$ cat src/rtl/spi_flash_defs.sv
// Shared opcodes, state encoding and pad-enable decode for the QSPI flash responder.
package spi_flash_defs;

  localparam logic [7:0] CMD_READ     = 8'h03;
  localparam logic [7:0] CMD_QREAD    = 8'hEB;
  localparam logic [7:0] CMD_RDSR     = 8'h05;
  localparam logic [1:0] CONT_PATTERN = 2'b10;

  typedef enum logic [3:0] {
    StIdle,
    StCmd,
    StSaddr,
    StQaddr,
    StQmode,
    StQdummy,
    StSdata,
    StQdata,
    StStatus,
    StIgnore
  } state_e;

  function automatic logic [3:0] oe_for_state(state_e s);
    case (s)
      StSdata, StStatus: return 4'b0010;
      StQdata:           return 4'b1111;
      default:           return 4'b0000;
    endcase
  endfunction

endpackage

$ cat src/rtl/spi_pin_sync.sv
// Two-flop synchronizers for SCK, CS# and IO[3:0], plus edge detect against a third
// (edge) register so that an edge is acted on 3 clocks after the pin moves.
module spi_pin_sync (
  input  logic       i_clock,
  input  logic       i_reset,
  input  logic       i_sck,
  input  logic       i_cs_n,
  input  logic [3:0] i_io,
  output logic       o_sck_rise,
  output logic       o_sck_fall,
  output logic       o_cs_rise,
  output logic       o_cs_fall,
  output logic       o_cs_n,
  output logic [3:0] o_io
);
  logic [2:0] r_sck;
  logic [2:0] r_cs;
  logic [3:0] r_io_s1;
  logic [3:0] r_io_s2;

  always_ff @(posedge i_clock) begin
    if (!i_reset) begin
      r_sck   <= 3'b000;
      r_cs    <= 3'b111;
      r_io_s1 <= 4'h0;
      r_io_s2 <= 4'h0;
    end else begin
      r_sck   <= {r_sck[1:0], i_sck};
      r_cs    <= {r_cs[1:0], i_cs_n};
      r_io_s1 <= i_io;
      r_io_s2 <= r_io_s1;
    end
  end

  assign o_sck_rise = r_sck[1] & ~r_sck[2];
  assign o_sck_fall = ~r_sck[1] & r_sck[2];
  assign o_cs_rise  = r_cs[1] & ~r_cs[2];
  assign o_cs_fall  = ~r_cs[1] & r_cs[2];
  assign o_cs_n     = r_cs[1];
  // Data stage matches the SCK stage used for edge detect.
  assign o_io       = r_io_s2;

endmodule

$ cat src/rtl/spi_flash_responder.sv
// QSPI flash device model: READ (0x03), quad I/O FAST READ (0xEB) with continuous mode,
// and READ STATUS (0x05), reading a synchronous byte-wide backing memory.
module spi_flash_responder
  import spi_flash_defs::*;
#(
  parameter int unsigned ADDR_BITS  = 24,
  parameter int unsigned QUAD_DUMMY = 4
) (
  input  logic                 i_clock,
  input  logic                 i_reset,
  input  logic                 i_spi_sck,
  input  logic                 i_spi_cs_n,
  input  logic [3:0]           i_io_in,
  output logic [3:0]           o_io_out,
  output logic [3:0]           o_io_oe,
  output logic                 o_mem_rden,
  output logic [ADDR_BITS-1:0] o_mem_addr,
  input  logic [7:0]           i_mem_rdata,
  output logic                 o_busy
);
  localparam logic [4:0] DUMMY_LAST = 5'(QUAD_DUMMY - 1);

  logic       w_sck_rise, w_sck_fall, w_cs_rise, w_cs_fall, w_cs_n;
  logic [3:0] w_io;

  spi_pin_sync u_pin_sync (
    .i_clock    (i_clock),
    .i_reset    (i_reset),
    .i_sck      (i_spi_sck),
    .i_cs_n     (i_spi_cs_n),
    .i_io       (i_io_in),
    .o_sck_rise (w_sck_rise),
    .o_sck_fall (w_sck_fall),
    .o_cs_rise  (w_cs_rise),
    .o_cs_fall  (w_cs_fall),
    .o_cs_n     (w_cs_n),
    .o_io       (w_io)
  );

  state_e               r_state, w_state;
  logic [4:0]           r_cnt, w_cnt;
  logic [23:0]          r_in, w_in;
  logic [7:0]           r_out, w_out;
  logic [7:0]           r_prefetch, w_prefetch;
  logic                 r_fetch_pend;
  logic [ADDR_BITS-1:0] r_addr, w_addr;
  logic                 r_rden, w_rden;
  logic [3:0]           r_io_out, w_io_out;
  logic                 r_cont_mode, w_cont_mode;
  logic [23:0]          w_in_1, w_in_4;

  assign w_in_1 = {r_in[22:0], w_io[0]};
  assign w_in_4 = {r_in[19:0], w_io};

  always_ff @(posedge i_clock) begin
    if (!i_reset) begin
      r_state      <= StIdle;
      r_cnt        <= '0;
      r_in         <= '0;
      r_out        <= '0;
      r_prefetch   <= '0;
      r_fetch_pend <= 1'b0;
      r_addr       <= '0;
      r_rden       <= 1'b0;
      r_io_out     <= '0;
      r_cont_mode  <= 1'b0;
    end else begin
      r_state      <= w_state;
      r_cnt        <= w_cnt;
      r_in         <= w_in;
      r_out        <= w_out;
      r_prefetch   <= w_prefetch;
      r_fetch_pend <= r_rden;
      r_addr       <= w_addr;
      r_rden       <= w_rden;
      r_io_out     <= w_io_out;
      r_cont_mode  <= w_cont_mode;
    end
  end

  always_comb begin
    w_state     = r_state;
    w_cnt       = r_cnt;
    w_in        = r_in;
    w_out       = r_out;
    w_addr      = r_addr;
    w_rden      = 1'b0;
    w_io_out    = r_io_out;
    w_cont_mode = r_cont_mode;
    w_prefetch  = r_fetch_pend ? i_mem_rdata : r_prefetch;

    // CS# release outranks any SCK edge seen in the same clock.
    if (w_cs_rise) begin
      w_state  = StIdle;
      w_cnt    = '0;
      w_io_out = '0;
    end else begin
      unique case (r_state)
        StIdle: begin
          w_io_out = '0;
          if (w_cs_fall) begin
            w_cnt   = '0;
            w_state = r_cont_mode ? StQaddr : StCmd;
          end
        end
        StCmd: if (w_sck_rise) begin
          w_in  = w_in_1;
          w_cnt = r_cnt + 5'd1;
          if (r_cnt == 5'd7) begin
            w_cnt = '0;
            case (w_in_1[7:0])
              CMD_READ:  w_state = StSaddr;
              CMD_QREAD: w_state = StQaddr;
              CMD_RDSR:  w_state = StStatus;
              default:   w_state = StIgnore;
            endcase
          end
        end
        StSaddr: if (w_sck_rise) begin
          w_in  = w_in_1;
          w_cnt = r_cnt + 5'd1;
          if (r_cnt == 5'd23) begin
            w_cnt   = '0;
            w_addr  = w_in_1[ADDR_BITS-1:0];
            w_rden  = 1'b1;
            w_state = StSdata;
          end
        end
        StQaddr: if (w_sck_rise) begin
          w_in  = w_in_4;
          w_cnt = r_cnt + 5'd1;
          if (r_cnt == 5'd5) begin
            w_cnt   = '0;
            w_addr  = w_in_4[ADDR_BITS-1:0];
            w_rden  = 1'b1;
            w_state = StQmode;
          end
        end
        StQmode: if (w_sck_rise) begin
          w_in  = w_in_4;
          w_cnt = r_cnt + 5'd1;
          if (r_cnt == 5'd1) begin
            w_cnt       = '0;
            w_cont_mode = (w_in_4[5:4] == CONT_PATTERN);
            w_state     = (QUAD_DUMMY == 0) ? StQdata : StQdummy;
          end
        end
        StQdummy: if (w_sck_rise) begin
          w_cnt = r_cnt + 5'd1;
          if (r_cnt == DUMMY_LAST) begin
            w_cnt   = '0;
            w_state = StQdata;
          end
        end
        StSdata: if (w_sck_fall) begin
          w_cnt = (r_cnt == 5'd7) ? 5'd0 : r_cnt + 5'd1;
          if (r_cnt == 5'd0) begin
            w_out    = {r_prefetch[6:0], 1'b0};
            w_io_out = {2'b00, r_prefetch[7], 1'b0};
            w_addr   = r_addr + 1'b1;
            w_rden   = 1'b1;
          end else begin
            w_out    = {r_out[6:0], 1'b0};
            w_io_out = {2'b00, r_out[7], 1'b0};
          end
        end
        StQdata: if (w_sck_fall) begin
          w_cnt = (r_cnt == 5'd0) ? 5'd1 : 5'd0;
          if (r_cnt == 5'd0) begin
            w_out    = {r_prefetch[3:0], 4'h0};
            w_io_out = r_prefetch[7:4];
            w_addr   = r_addr + 1'b1;
            w_rden   = 1'b1;
          end else begin
            w_io_out = r_out[7:4];
          end
        end
        StStatus: w_io_out = '0;
        StIgnore: w_io_out = '0;
        default:  w_state  = StIdle;
      endcase
    end
  end

  assign o_io_out   = r_io_out;
  assign o_io_oe    = oe_for_state(r_state);
  assign o_mem_rden = r_rden;
  assign o_mem_addr = r_addr;
  assign o_busy     = ~w_cs_n;

endmodule

$ cat config.mk
export PLATFORM = sky130hd
export DESIGN_NAME = spi_flash_responder
export DESIGN_NICKNAME = d
export VERILOG_FILES = /design/src/rtl/spi_flash_defs.sv /design/src/rtl/spi_pin_sync.sv /design/src/rtl/spi_flash_responder.sv
export SDC_FILE = /design/constraint.sdc
export NUM_CORES = 1
export LEC_CHECK = 0
export CAP_MARGIN = 40
export CORE_AREA = 3 3 98 100
export DETAILED_ROUTE_END_ITERATION = 8
export DIE_AREA = 0 0 101 103
export MAX_ROUTING_LAYER = met4
export PLACE_DENSITY_LB_ADDON = 0.3
export SLEW_MARGIN = 20
export SYNTH_ARGS = -nofsm -noshare
export SYNTH_HDL_FRONTEND = slang
export SYNTH_SLANG_ARGS = --single-unit
$ cat constraint.sdc
create_clock -name i_clock -period 3.1 [get_ports i_clock]
set_clock_uncertainty 0.1 [all_clocks]
set_input_delay 0.62 -clock i_clock [delete_from_list [all_inputs] [get_ports i_clock]]
set_output_delay 0.62 -clock i_clock [all_outputs]
set_load 0.02 [all_outputs]
==> results.md, run 1 <==
* Status: complete, no violations
* Reg2reg start: r_cnt[0]$_SDFFE_PP0P_
* Slew headroom at 44.8%
* Post-synthesis cell area at between 4000 and 5000 um^2
* Gpl congestion at 0.935
* Placement Cell Area at roughly 5500 um^2
* PortBufs at 49
* CP Max Fanout at 12
* Core Box Area at ~9000 um^2
* Hold_buf cts at 0
* Clock transition at path regs at 100 ps
* Net Sw Frac at 32.3%
* CTS buffer count at 9
* GRT Total Usage at 25.0%
* CTS Root Cell: clkbuf_8
* Fin. Hold Viols at 0
* Finished layout cell area at 5650 um^2
* Worst min-delay path category: flip-flop to flip-flop
* Pin count of the biggest net entering global routing at 46
* Slowest CP cell: clkdlybuf4s50_1
* Post-synth EDFFs at 0
* WL/cell at 16.8 um
* Net switching power at 0.000846 W
* Detailed Route Iter0 Violations at 383
* Combinational power share at between 20% and 30%
* Clock share of power at between 20 and 30%
* Largest stage delay, worst path at approximately 600 ps
* Vias at around 4,600
* Minimum clock period at 2910 ps
* Syn_nets at ~620
* Least-Margin Pin Slew at 821 ps
* Post-CTS repair timing setup buffer count at 0
* Fillers at 757
* Leading register cell type out of synthesis: dfxtp_1
* Leak pwr at 1.81 nW
* Post-synth top area cell: dfxtp_1
* First-pass iteration count of the detailed router at 5
* CP startpoint kind: flip-flop
* Clock Tree Buf Depth at 2
* First-pass GRT wire length at 20.4 mm
* Setup ws final at 187 ps
* Antenna Nets Post-Route at 0
* Worst hold path startpoint: u_pin_sync.r_cs[0]$_SDFF_PN1_
* Row count at 34
* Nets at between 600 and 700
* Pre-CTS setup slack at roughly 550 ps
* Async S/R FF share, synth at 0%
* Final Cycle Share at 94.0%
* Type of the worst setup path: flip-flop to output port
* DRC at 0
* Ys Warns at 0
* Hold Crit Endpoint: u_pin_sync.r_cs[1]$_SDFF_PN1_
* Register area share after synthesis at 37.4%
* N_diodes at 0
* Max-Cap Viols at 0
* Starting Density at between 50% and 60%
* Final setup fails at 0
* Yosys top cell area share at 37.4%
* Peak VDD IR at 0.285 mV
* Worst-case reg-to-reg path depth at 8
* Critical path capture point type: output port
* R2r setup slk at 530 ps
* Slew Viols, Final at 0
* RSZ-0062 raised after global routing: no
* Int Pwr at 0.00178 W
* Fmax at 343 MHz
* Final wirelength at 12.3 mm
* GRT overflow at 0
* Hold_ws at 327 ps
* DR vias/cell at 6.29
* Hold Crit Depth at 1
* Largest cells by area after synthesis: dfxtp_1 (37%), mux2i_1 (8.5%), nor2_1 (5.5%), a211oi_1 (5.0%), a21oi_1 (4.7%)
* Die W at 101 um
* WP buf/inv at 1
* Clk sinks at 92
* CTS H-tree lvls at 3
* Clk_lat worst skew at 370 ps
* Vias in the first global route at 4,030
* Power per cell area at 464 nW/um^2
* Req. time, crit path at 2380 ps
* Post-CTS Resized at 0
* Start point of the critical path: r_state[0]$_SDFFE_PP0P_
* Die Y at 103 um
* Die Footprint at around 10,000 um^2
* Most common cell on crit path: nand2_1
* Reg2reg end: o_mem_addr[0]$_SDFFE_PN0P_
* Initial antenna violation count at 0
* Cell Chain, Critical Path: nor3_1 > nand2_1 > nand2_1 > clkdlybuf4s50_1
* Synth Instances at roughly 600
* Setup TNS Final at 0 ps
* Power share of the sequential group at 50.1%
* Top Family by Delay on Critical Path: simple AND/OR/NAND/NOR gates
* Synth-to-layout area growth at 14.6%
* # IOs at 50
* Distinct cell type count after synthesis at 60
* Post-DP HPWL at 8.51 mm
* Mean post-synth cell area at about 8.2 um^2
* Synth Register Bits at 92
* CTS tree: built
* Crit path DAT at 2190 ps
* Share of layout cells above drive strength 1 at under 10%
## area by class of cell
| cell class | count | area (um^2) | share of cell area [%] |
|---|---|---|---|
| Multi-Input combinational cell | 437 | 2800 | 49.6 |
| Sequential cell | 92 | 1840 | 32.6 |
| Timing Repair Buffer | 67 | 626 | 11.1 |
| Tap cell | 108 | 135 | 2.39 |
| Clock buffer | 9 | 124 | 2.19 |
| Clock inverter | 7 | 66.3 | 1.17 |
| Inverter | 14 | 52.6 | 0.930 |
## stage by stage
step / total power [W] / util (%) / instances
after detailed placement: 0.00185 / 62.3 / 718
after global placement: 0.00185 / 62.3 / 718
after global routing: 0.00276 / 64.5 / 734
after CTS: 0.00263 / 64.5 / 734
after floorplan: 0.00169 / - / 599
final: 0.00262 / 64.5 / 734
## placed cells by master, fill, tap and decap left out, types with 4 or more instances in the layout
cell	count
a211oi_1	33
a21oi_1	46
a221oi_1	5
a22o_1	11
a22oi_1	9
a31oi_1	8
and2_1	14
and3b_1	4
and4_1	5
buf_4	18
clkbuf_8	9
clkdlybuf4s50_1	49
dfxtp_1	92
ha_1	4
inv_1	13
mux2i_1	42
nand2_1	29
nand2b_1	6
nand3_1	14
nand4_1	14
nor2_1	71
nor2b_1	6
nor3_1	16
nor4_1	6
o21ai_0	27
o31a_1	4
o32ai_1	5
or3_1	6
or4_1	6
xnor2_1	4
## synthesized netlist by cell type, types with 6 or more instances
cell type,count
dfxtp_1,92
nor2_1,72
a21oi_1,46
mux2i_1,42
clkbuf_1,40
a211oi_1,33
nand2_1,29
o21ai_0,27
nor3_1,16
and2_1,14
nand3_1,14
nand4_1,14
inv_1,13
a22o_1,11
a22oi_1,9
a31oi_1,8
buf_2,8
nand2b_1,6
nor2b_1,6
nor4_1,6
or3_1,6
or4_1,6
## how the worst max path moves through the flow
stage | endpoint | depth (start not counted) | slack (ps)
2_1_floorplan | o_mem_addr[22]$_SDFFE_PN0P_ | 7 | 700
3_3_place_gp | o_io_oe[1] | 4 | 580
3_5_place_dp | o_mem_addr[0]$_SDFFE_PN0P_ | 8 | 550
4_1_cts | o_io_oe[1] | 4 | 210
5_1_grt | o_io_oe[1] | 4 | 60
6_report | o_io_oe[1] | 4 | 190
## flip-flops by register name, summed over array words and instances (netlist names)
register and flops:
u_pin_sync.r_sck 3, u_pin_sync.o_io 4, o_mem_addr 24, o_io_out 4
r_cnt 5, u_pin_sync.r_io_s1 4, r_prefetch 8, r_fetch_pend 1
r_in 23, r_out 7, r_state 4, u_pin_sync.r_cs 3
o_mem_rden 1, r_cont_mode 1
## worst reg2reg max path: cells and delay by family, from the launching register on
kind            cells  cell delay (ps)
buf+inv             2              300
compound gates      2              310
simple gates        3             1270
flops               1              360
fa+ha+maj           1              150
## routing by layer
layer,global-route usage (%),vias to the layer above,wire length (um)
li1,-,2266,-
met5,-,-,0
met4,6.34,0,67
met3,4.47,6,933
met1,38.0,2178,5940
met2,33.9,167,5380
## power by group through the flow
stage	Combinational [W]	Sequential (W)	Clock [W]
2_1_floorplan	0.000399	0.00129	0
3_3_place_gp	0.000510	0.00134	0
3_5_place_dp	0.000514	0.00134	0
4_1_cts	0.000517	0.00131	0.000802
5_1_grt	0.000580	0.00132	0.000857
6_report	0.000525	0.00131	0.000784
## cells by family after synthesis
kind of cell	after synthesis	synth area share (%)
and+or+nand+nor	216	22.9
AOI/OAI and AO/OA	169	22.9
DFF	92	37.4
buffers and inverters	70	6.14
muxes	43	8.75
xor gates and xnor gates	5	0.888
adders and majority gates	4	1.02
Note: power is estimated with default switching activity, not from simulation.
==> run 2: changes to the inputs <==
- PLACE_DENSITY: default -> 0.88
- PLACE_DENSITY_LB_ADDON: 0.3 -> default
==> results.md, run 2 (synthesized netlist as in run 1, its figures left out) <==
* N_diodes at 0
* Slew Viols, Final at 0
* Max-Cap Viols at 0
* Nets at 640
* Leak pwr at 1.80 nW
* Minimum clock period at 2960 ps
* Fillers at 738
* WL/cell at roughly 18 um
* First-pass iteration count of the detailed router at 5
* Status: complete, no violations
* Most frequent cells in the layout: dfxtp_1 (92), nor2_1 (71), clkdlybuf4s50_1 (49), a21oi_1 (46), mux2i_1 (42)
* Die Footprint at 10,400 um^2
* Peak VDD IR at 0.269 mV
* Multi-input logic area at 2810 um^2
* Gpl congestion at ~0.9
* Synth-to-layout area growth at 14.7%
* Clock share of power at 30.2%
* Detailed Route Iter0 Violations at between 300 and 400
* Fin. Hold Viols at 0
* Hold_ws at 324 ps
* Power share of the sequential group at 50.5%
* Die W at 101 um
* Net switching power at 0.000860 W
* Post-CTS Resized at 0
* Row count at 34
* Slew headroom at 42.0%
* Least-Margin Pin Slew at between 800 and 900 ps
* Placement Cell Area at 5460 um^2
* Type of the worst setup path: flip-flop to output port
* # IOs at 50
* Fin util at 64.5%
* GRT overflow at 0
* CTS H-tree lvls at 3
* Power per cell area at 464 nW/um^2
* Dpl cells at 717
* CTS Root Cell: clkbuf_8
* PortBufs at just under 50
* Share of layout cells above drive strength 1 at 6.72%
* Register area at ~1800 um^2
* Clk_lat worst skew at 370 ps
* Combinational power share at 19.3%
* Starting Density at 56.3%
* Post-DP HPWL at 8.81 mm
* RSZ-0062 raised after global routing: no
* Initial antenna violation count at 0
* Net Sw Frac at 32.8%
* GRT Total Usage at 25.9%
* Pin count of the biggest net entering global routing at 61
* Die Y at approximately 100 um
* First-pass GRT wire length at 20.8 mm
* Clk sinks at 92
* Fmax at 338 MHz
* Layout Cells excl Fill at around 730
* Int Pwr at between 0.0015 and 0.002 W
* Final setup fails at 0
* Post-CTS repair timing setup buffer count at 0
* Crit path DAT at 2240 ps
* Vias at 4,670
* DR vias/cell at 6.37
* DRC at 0
* Finished layout cell area at 5660 um^2
* Hold_buf cts at 0
* Vias in the first global route at 4,141
* Setup TNS Final at 0 ps
* CTS buffer count at 9
* Leading cell type in the layout, fill and taps excluded: dfxtp_1
* Critical path capture point type: output port
* Max reg flops at 24
* CP startpoint kind: flip-flop
* Core Box Area at 8760 um^2
* CP Max Fanout at 22
* Worst min-delay path category: flip-flop to flip-flop
* Final Cycle Share at 95.5%
* Antenna Nets Post-Route at 0
* CTS tree: built
* Clock Tree Buf Depth at 2
* Req. time, crit path at approximately 2400 ps
* Final wirelength at approximately 13 mm
* Clock transition at path regs at between 100 and 150 ps
[run 2: cell count changes in the layout (fill, tap and decap cells not counted), sizes merged]
cell / change
clkinv: -3
inv: +2
buf: -1
clkinvlp: +1
[run 2: worst max-delay path, stage by stage (launching register included)]
cell,delay [ps]
dfxtp_1,810
nand4b_1,210
inv_1,200
clkdlybuf4s50_1,640
[run 2: stage by stage]
| stage | total power (W) | setup slack [ps] |
|---|---|---|
| after floorplan | 0.00169 | 698 |
| after detailed placement | 0.00184 | 529 |
| after CTS | 0.00262 | 103 |
| after global routing | 0.00275 | 13.4 |
| final | 0.00262 | 138 |
| after global placement | 0.00183 | 489 |
[run 2: power by group through the flow]
stage               Clock [W]  Sequential, W  Combinational [W]
global placement            0        0.00134           0.000490
CTS                  0.000803        0.00132           0.000498
floorplan                   0        0.00129           0.000399
global route         0.000855        0.00134           0.000555
detailed placement          0        0.00135           0.000495
finish               0.000793        0.00132           0.000507
[run 2: layout make-up]
class,count,area share (%)
timing repair buffer,66,11.2
tap,108,2.39
sequential,92,32.6
clock inverter,7,1.11
inverter,14,0.929
clock buffer,9,2.19
multi-input combinational,437,49.7
[run 2: worst paths after layout]
kind	startpoint	end	slack [ps]	cells after the start
worst max-delay path	r_state[0]$_SDFFE_PP0P_	o_io_oe[2]	140	3
worst min-delay path	u_pin_sync.r_cs[0]$_SDFF_PN1_	u_pin_sync.r_cs[1]$_SDFF_PN1_	320	1
worst max register to register	r_state[0]$_SDFFE_PP0P_	r_cnt[0]$_SDFFE_PP0P_	490	5
worst min register to register	u_pin_sync.r_cs[0]$_SDFF_PN1_	u_pin_sync.r_cs[1]$_SDFF_PN1_	320	1
[run 2: metal layers]
layer	wire [um]	GRT usage, %	vias to the layer above
met5	0	-	-
met4	208	7.36	0
met3	889	3.92	17
met2	5720	37.4	188
met1	6030	37.7	2203
li1	-	-	2262
